`src/rtl/pc_sequencer.sv`:
```
// Program-counter sequencer: RUN/STALL/HALT control, PC-relative and register
// branches on registered flags. Define PC_SEQ_BRCNT_EN to add a saturating taken-branch counter.
module pc_sequencer (
  input  logic        clk,
  input  logic        rst,
  input  logic        stall,
  input  logic        halt_in,
  input  logic        br_valid,
  input  logic        br_reg,
  input  logic [2:0]  cond,
  input  logic [8:0]  imm,
  input  logic [15:0] reg_target,
  input  logic [2:0]  flag_we,
  input  logic [2:0]  flag_in,
  output logic [15:0] pc_out,
  output logic [2:0]  flags_out,
  output logic        halted,
  output logic        taken,
  output logic [15:0] br_cnt
);

  typedef enum logic [1:0] {RUN, STALL, HALT} state_e;

  state_e      state_q, state_d;
  logic [15:0] pc_q, pc_d;
  logic [2:0]  flags_q, flags_d;
  logic        taken_q, taken_d;
  logic        halted_q, halted_d;

  logic        active;
  logic        cond_true;
  logic [15:0] seq_pc;
  logic [15:0] b_target;
  logic [15:0] target;

  // Flag positions within flags_q.
  logic flag_n, flag_z, flag_v;
  assign flag_n = flags_q[0];
  assign flag_z = flags_q[1];
  assign flag_v = flags_q[2];

  assign seq_pc   = pc_q + 16'd2;
  assign b_target = seq_pc + {{6{imm[8]}}, imm, 1'b0};
  assign target   = br_reg ? reg_target : b_target;
  assign active   = (state_q != HALT) && !stall && !halt_in;

  // NOTE: every signal assigned in always_comb gets a default first, so no path
  // leaves it unassigned and no latch is inferred.
  always_comb begin
    cond_true = 1'b0;
    case (cond)
      3'b000: cond_true = !flag_z;
      3'b001: cond_true = flag_z;
      3'b010: cond_true = !flag_z && !flag_n;
      3'b011: cond_true = flag_n;
      3'b100: cond_true = flag_z || (!flag_z && !flag_n);
      3'b101: cond_true = flag_n || flag_z;
      3'b110: cond_true = flag_v;
      3'b111: cond_true = 1'b1;
      default: cond_true = 1'b0;
    endcase
  end

  always_comb begin
    state_d = state_q;
    pc_d    = pc_q;
    flags_d = flags_q;
    taken_d = 1'b0;

    case (state_q)
      RUN, STALL: begin
        if (stall)        state_d = STALL;
        else if (halt_in) state_d = HALT;
        else              state_d = RUN;
      end
      default: state_d = HALT;
    endcase

    // Flags written this cycle only become visible to conditions next cycle.
    if (active) begin
      flags_d = (flags_q & ~flag_we) | (flag_in & flag_we);
      if (br_valid && cond_true) begin
        pc_d    = target;
        taken_d = 1'b1;
      end else begin
        pc_d = seq_pc;
      end
    end

    halted_d = (state_d == HALT);
  end

`ifdef PC_SEQ_BRCNT_EN
  logic [15:0] br_cnt_q, br_cnt_d;

  always_comb begin
    br_cnt_d = br_cnt_q;
    if (taken_d && (br_cnt_q != 16'hFFFF)) br_cnt_d = br_cnt_q + 16'd1;
  end
`endif

  // NOTE: sequential state uses non-blocking assignments only, so every flop
  // samples pre-edge values regardless of statement order.
  always_ff @(posedge clk) begin
    if (rst) begin
      state_q  <= RUN;
      pc_q     <= 16'h0000;
      flags_q  <= 3'b000;
      taken_q  <= 1'b0;
      halted_q <= 1'b0;
`ifdef PC_SEQ_BRCNT_EN
      br_cnt_q <= 16'h0000;
`endif
    end else begin
      state_q  <= state_d;
      pc_q     <= pc_d;
      flags_q  <= flags_d;
      taken_q  <= taken_d;
      halted_q <= halted_d;
`ifdef PC_SEQ_BRCNT_EN
      br_cnt_q <= br_cnt_d;
`endif
    end
  end

  assign pc_out    = pc_q;
  assign flags_out = flags_q;
  assign taken     = taken_q;
  assign halted    = halted_q;

`ifdef PC_SEQ_BRCNT_EN
  assign br_cnt = br_cnt_q;
`else
  assign br_cnt = 16'h0000;
`endif

endmodule

```
`config.mk`:
```
export PLATFORM = sky130hd
export DESIGN_NAME = pc_sequencer
export DESIGN_NICKNAME = d
export VERILOG_FILES = /design/src/rtl/pc_sequencer.sv
export SDC_FILE = /design/constraint.sdc
export NUM_CORES = 1
export LEC_CHECK = 0
export CAP_MARGIN = 10
export CORE_MARGIN = 4
export CORE_UTILIZATION = 43
export CTS_CLUSTER_SIZE = 14
export DETAILED_ROUTE_END_ITERATION = 10
export PLACE_DENSITY = 0.79
export SETUP_SLACK_MARGIN = 0.15
export SKIP_CTS_REPAIR_TIMING = 1
export SLEW_MARGIN = 20
export SYNTH_ARGS = -nofsm -noshare
export SYNTH_HDL_FRONTEND = slang
export SYNTH_SLANG_ARGS = --single-unit
```
`constraint.sdc`:
```
create_clock -name clk -period 3.13 [get_ports clk]
set_input_delay 0.626 -clock clk [delete_from_list [all_inputs] [get_ports clk]]
set_output_delay 0.626 -clock clk [all_outputs]
set_load 0.02 [all_outputs]
```
Word-level counts from Yosys, hierarchy flattened
Cells that the tools add are included.
{ "classes": {"bitwise_logic": 5, "reduce_logical": 14, "n_mux": 7, "addsub": 2, "n_eq_ne": 10} }
{ "ops": {"columns": ["cell", "n"], "rows": [
  ["$mux 16", 2],
  ["$add 16x16->16", 1],
  ["$add 16x2->16 const B", 1],
  ["$eq 3x3->1 const B", 4],
  ["$pmux 1 s8", 1],
  ["$and 3x3->3", 2],
  ["$eq 3x2->1 const B", 2],
  ["$mux 2", 3],
  ["$logic_and 1x1->1", 4],
  ["$logic_not 1->1", 4],
  ["$reduce_or 2->1", 2],
  ["$eq 3x1->1 const B", 1],
  ["$logic_not 3->1", 1],
  ["$not 3->3", 1],
  ["$or 3x3->3", 1],
  ["$eq 2x1->1 const B", 1],
  ["$eq 2x2->1 const B", 1],
  ["$logic_not 2->1", 1],
  ["$logic_or 1x1->1", 2],
  ["$ne 2x2->1 const B", 1],
  ["$mux 1", 1],
  ["$not 1->1", 1]
]} }
{ "word_totals": {"output_inout_bits": 37, "elab_cells": 43, "regBits": 23} }

Longest topological paths before layout
Gate-level depths: netlist of the first run.
{ "depth": {"word_depth": 6, "depth_mapped": 13, "mapped_depth_nobuf": 12} }

Worst setup path after synthesis of the first run
No wires, ideal clock.
{ "synth_path": {"path_kind": "register -> register", "from": "register pc_q[3], in the netlist pc_out[3]", "to": "register pc_q[14], in the netlist pc_out[14]", "n_path_buf": 1, "stages_incl_launch_ff": 14, "arrival_time_ns": 2.994, "path_slack_ns": -0.003, "cell_sequence": "dfxtp_1 -> and4_4 -> and2_4 -> buf_6 -> nand4_1 -> xnor2_2 -> ha_1 -> nand2_1 -> nor2_1 -> or3_1 -> a31o_2 -> mux2i_1 -> a2111oi_0 -> o32ai_1"} }
{ "synth_between": {"elab_chain_cells": 4} }
{ "synth_lines": {"columns": ["item", "line_no", "text"], "rows": [
  ["start, declared", "25", "logic [15:0] pc_q, pc_d;"],
  ["start signal, assigned", "116", "pc_q <= pc_d;"],
  ["$add 16x2->16 *", "42", "assign seq_pc = pc_q + 16'd2;"],
  ["$add 16x16->16", "43", "assign b_target = seq_pc + {{6{imm[8]}}, imm, 1'b0};"],
  ["$mux 16", "44", "assign target = br_reg ? reg_target : b_target;"],
  ["$mux 16 *", "82", "if (br_valid && cond_true) begin"]
]} }
Every way passes the cells marked *; elsewhere a longest branch is shown, timed or not.
A chain may end at the register's enable or synchronous reset.

Worst setup path in the final report of the first run
{ "layout_path": {"from": "register pc_q[6], in the netlist pc_out[6]", "to": "register pc_q[14], in the netlist pc_out[14]"} }
Same word-level chain as after synthesis.

==> results of run 1 <==
-- routing by layer --
metal | wire [um] | global-route usage [%] | vias to the layer above | part of all wire (%)
met1 | 2850 | 24.19 | 1127 | 42
li1 | - | - | 1234 | -
met2 | 3309 | 34.70 | 93 | 49
met5 | 0 | 0 | - | 0
met4 | 95 | 5.980 | 0 | 1.4
met3 | 474 | 1.844 | 11 | 7.0
-- how the worst max path moves through the flow --
stage / startpoint / endpoint / slack, ps / cells after the start
floorplan: pc_out[4] / pc_out[14] / 160 / 13
global placement: imm[8] / pc_out[14] / 9 / 9
detailed placement: imm[0] / pc_out[13] / -30 / 11
CTS: pc_out[6] / pc_out[14] / 20 / 11
global route: pc_out[6] / pc_out[14] / 100 / 13
finish: pc_out[6] / pc_out[14] / 270 / 11
-- stage by stage --
step | util [%] | setup WS [ps] | total power [mW] | cell area (um^2) | instances
finish | 61.44 | 269.8 | 0.8455 | 3218 | 452
global route | 61.44 | 103.9 | 0.8912 | 3218 | 452
CTS | 59.89 | 19.89 | 0.8331 | 3137 | 450
detailed placement | 59.01 | -34.91 | 0.6447 | 3090 | 446
global placement | 59.01 | 8.813 | 0.6390 | 3090 | 446
floorplan | - | 159.0 | 0.5308 | 2442 | 324
-- cell usage after synthesis, drive strengths merged, types with 5 or more instances --
cell type / n
dfxtp: 23
ha: 19
nand4: 5
a31oi: 6
clkbuf: 9
xnor2: 20
nor2: 22
o211ai: 13
buf: 21
nor3: 7
a21oi: 30
nand2: 33
inv: 12
a211oi: 6
nand3: 11
o21ai: 17
-- layout by cell type, fill, tap and decap left out, types with 2 or more instances in the layout --
cell	synthesis	layout
a31oi_1	6	6
xnor2_1	18	16
nor3_1	5	5
a41oi_1	2	2
a221oi_1	2	2
xnor2_2	2	4
nand2_1	32	31
o21ai_1	1	3
o21a_1	4	4
nand4_1	4	4
a31o_2	2	2
dfxtp_2	0	7
nand3_1	11	11
ha_1	19	17
mux2i_1	2	2
o32ai_1	3	3
clkbuf_8	0	3
o21ai_0	16	14
nor3b_1	2	2
nor2_1	22	22
inv_1	12	12
nand2b_1	3	3
buf_4	17	23
and2_1	2	2
o211ai_1	13	13
dfxtp_1	23	15
a211oi_1	5	5
xor2_1	4	3
and3_1	2	2
conb_1	1	16
a21oi_1	30	29
nor2b_1	4	4
clkdlybuf4s50_1	0	60
a21o_1	4	4
-- logic make-up (layout without fill, tap and decap cells) --
kind of cell	after synthesis	in the layout	share of synthesized area (%)
flops	23	23	19.40
mux	3	3	1.318
fa+ha+maj	20	20	10.86
simple gates	99	99	21.77
compound gates	97	97	26.46
other cells	1	16	0.1580
buf+inv	42	100	10.54
xor+xnor	24	24	9.488
-- power by group --
group / internal [mW] / leakage (nW) / total, mW / switching [mW]
combinational: 0.157 / 1.10 / 0.332 / 0.176
clock: 0.0892 / 0.0255 / 0.196 / 0.107
sequential: 0.305 / 0.191 / 0.317 / 0.0121
-- area by class of cell --
type                       instances  area share (%)
sequential                        23           14.70
clock inverter                     1          0.1555
clock buffer                       3           1.283
inverter                          12           1.400
timing repair buffer              84           24.38
multi-input combinational        259           55.37
tap                               70           2.722
==> flow_summary.yaml, run 1 <==
timing:
  finalHoldViolCount: 0
  final.period_utilization_pct: 91.38
  final.setup_skew_ps: 8.246
  worstMarginPinSlew_ps: 728.7
  rsz0062_at_grt: "true"
  fmax_mhz: 349.6
  whs_ps: 453.4
  slew_headroom_pct: 51.27
  fin_tns_setup_ps: 0
  slew_viol_final: 0
  fin_crit_ps: 2860
  setup_viol: 0
floorplan:
  rows: 26
  dieArea_um2: 6772
  die_w_um: 82.30
  ioPinCount: 77
  start_util_pct: 45.32
  core-area_um2: 5238
  die_h_um: 82.30
cts:
  clock_path_buffers: 2
  cts.clk_slew.worst_paths_ps: 90
  clock_latency_ps: 270
  cts-root-buf: "clkbuf_8"
  cts_sinks: 23
  cts_buffers: 3
  cts_tree: "built"
  h-tree-depth: 1
route:
  drt_pass1_iterations: 4
  avgRoutedWirePerCell_um: 14.88
  ant_nets: 0
  via_per_inst: 5.454
  drt_iter0_markers: 165
  drc_errors: 0
  via_count: 2465
  wl_um: 6728
finish:
  antennaDiodeCount: 0
  seq_area_um2: 473.0
  syn_to_final_growth_pct: 35.58
  multi_input_area_um2: 1782
  num-fill-cells: 473
  drive_gt1_share_pct: 15.45
  nets: 443
setup_path:
  reg2reg_slack_ps: 270
  crit_fanout: 4
  slowest_delay_ps: 360
  cp_num_buf_inv: 0
  crit_type: "reg2reg"
  start_kind: "register"
  regToRegEndpoint: "pc_out[14]"
  path_delay_family: "simple AND/OR/NAND/NOR gates"
  arrival_ps: 3010
  crit_chain: "and4_4 > and2_2 > and4_2 > xor2_4 > ha_4 > a21o_1 > or3_1 > a31o_2 > mux2i_1 > a2111oi_2 > o32ai_1"
  reg2regPathDepth: 11
  critical-path-slowest-cell: "dfxtp_2"
  cp-end-kind: "register"
  worstPathRequired_ps: 3280
  rr_startpoint: "pc_out[6]"
synthesis:
  synth.distinct_cells: 58
  synth_edf_count: 0
  ys_async_sr_fraction_pct: 0
  ys_seq_elements: 23
  synth_area_um2: 2374
  synth.avg_cell_area_um2: 7.681
  synth_top_area_cell: "dfxtp_1"
  synth_warnings: 0
  synth_top_area_share_pct: 19.40
  synthFlopType: "dfxtp_1"
  yosys-top-cells-area: "dfxtp_1 (19%), ha_1 (10%), xnor2_1 (6.6%)"
  ys_seq_area_share_pct: 19.40
  syn_inst: 309
min_path:
  hp-class: "reg2reg"
  worstHoldEndpoint: "state_q[0]"
  hold_depth: 1
  hold_start: "state_q[1]"
pwr:
  p_per_area_nw_per_um2: 262.7
  ir_drop_uv: 154.2
  leakage_nw: 1.312
status:
  status: "finished, final reports clean"
place:
  dp_hpwl_um: 5180
  portBuffers: 60
  routabilityCongestion: 0.9825
grt:
  grt_pass1_wl_um: 10390
  gr-total-overflow: 0
  grt_usage_pct: 19.35
  grt_pass1_vias: 2306
  antenna_found_initial: 0
  grt_max_degree: 23
run:
  cap_violations: 0
Power figures use the tool's default switching activity.
==> run 2, diff against run 1 <==
--- a/config.mk
+++ b/config.mk
@@ -10,6 +10,7 @@
 export CORE_UTILIZATION = 43
 export CTS_CLUSTER_SIZE = 14
 export DETAILED_ROUTE_END_ITERATION = 10
+export HOLD_SLACK_MARGIN = 0.03
 export PLACE_DENSITY = 0.79
 export SETUP_SLACK_MARGIN = 0.15
 export SKIP_CTS_REPAIR_TIMING = 1
==> results of run 2 <==
Same layout as run 1: the final DEF is identical, and so are final timing and power.
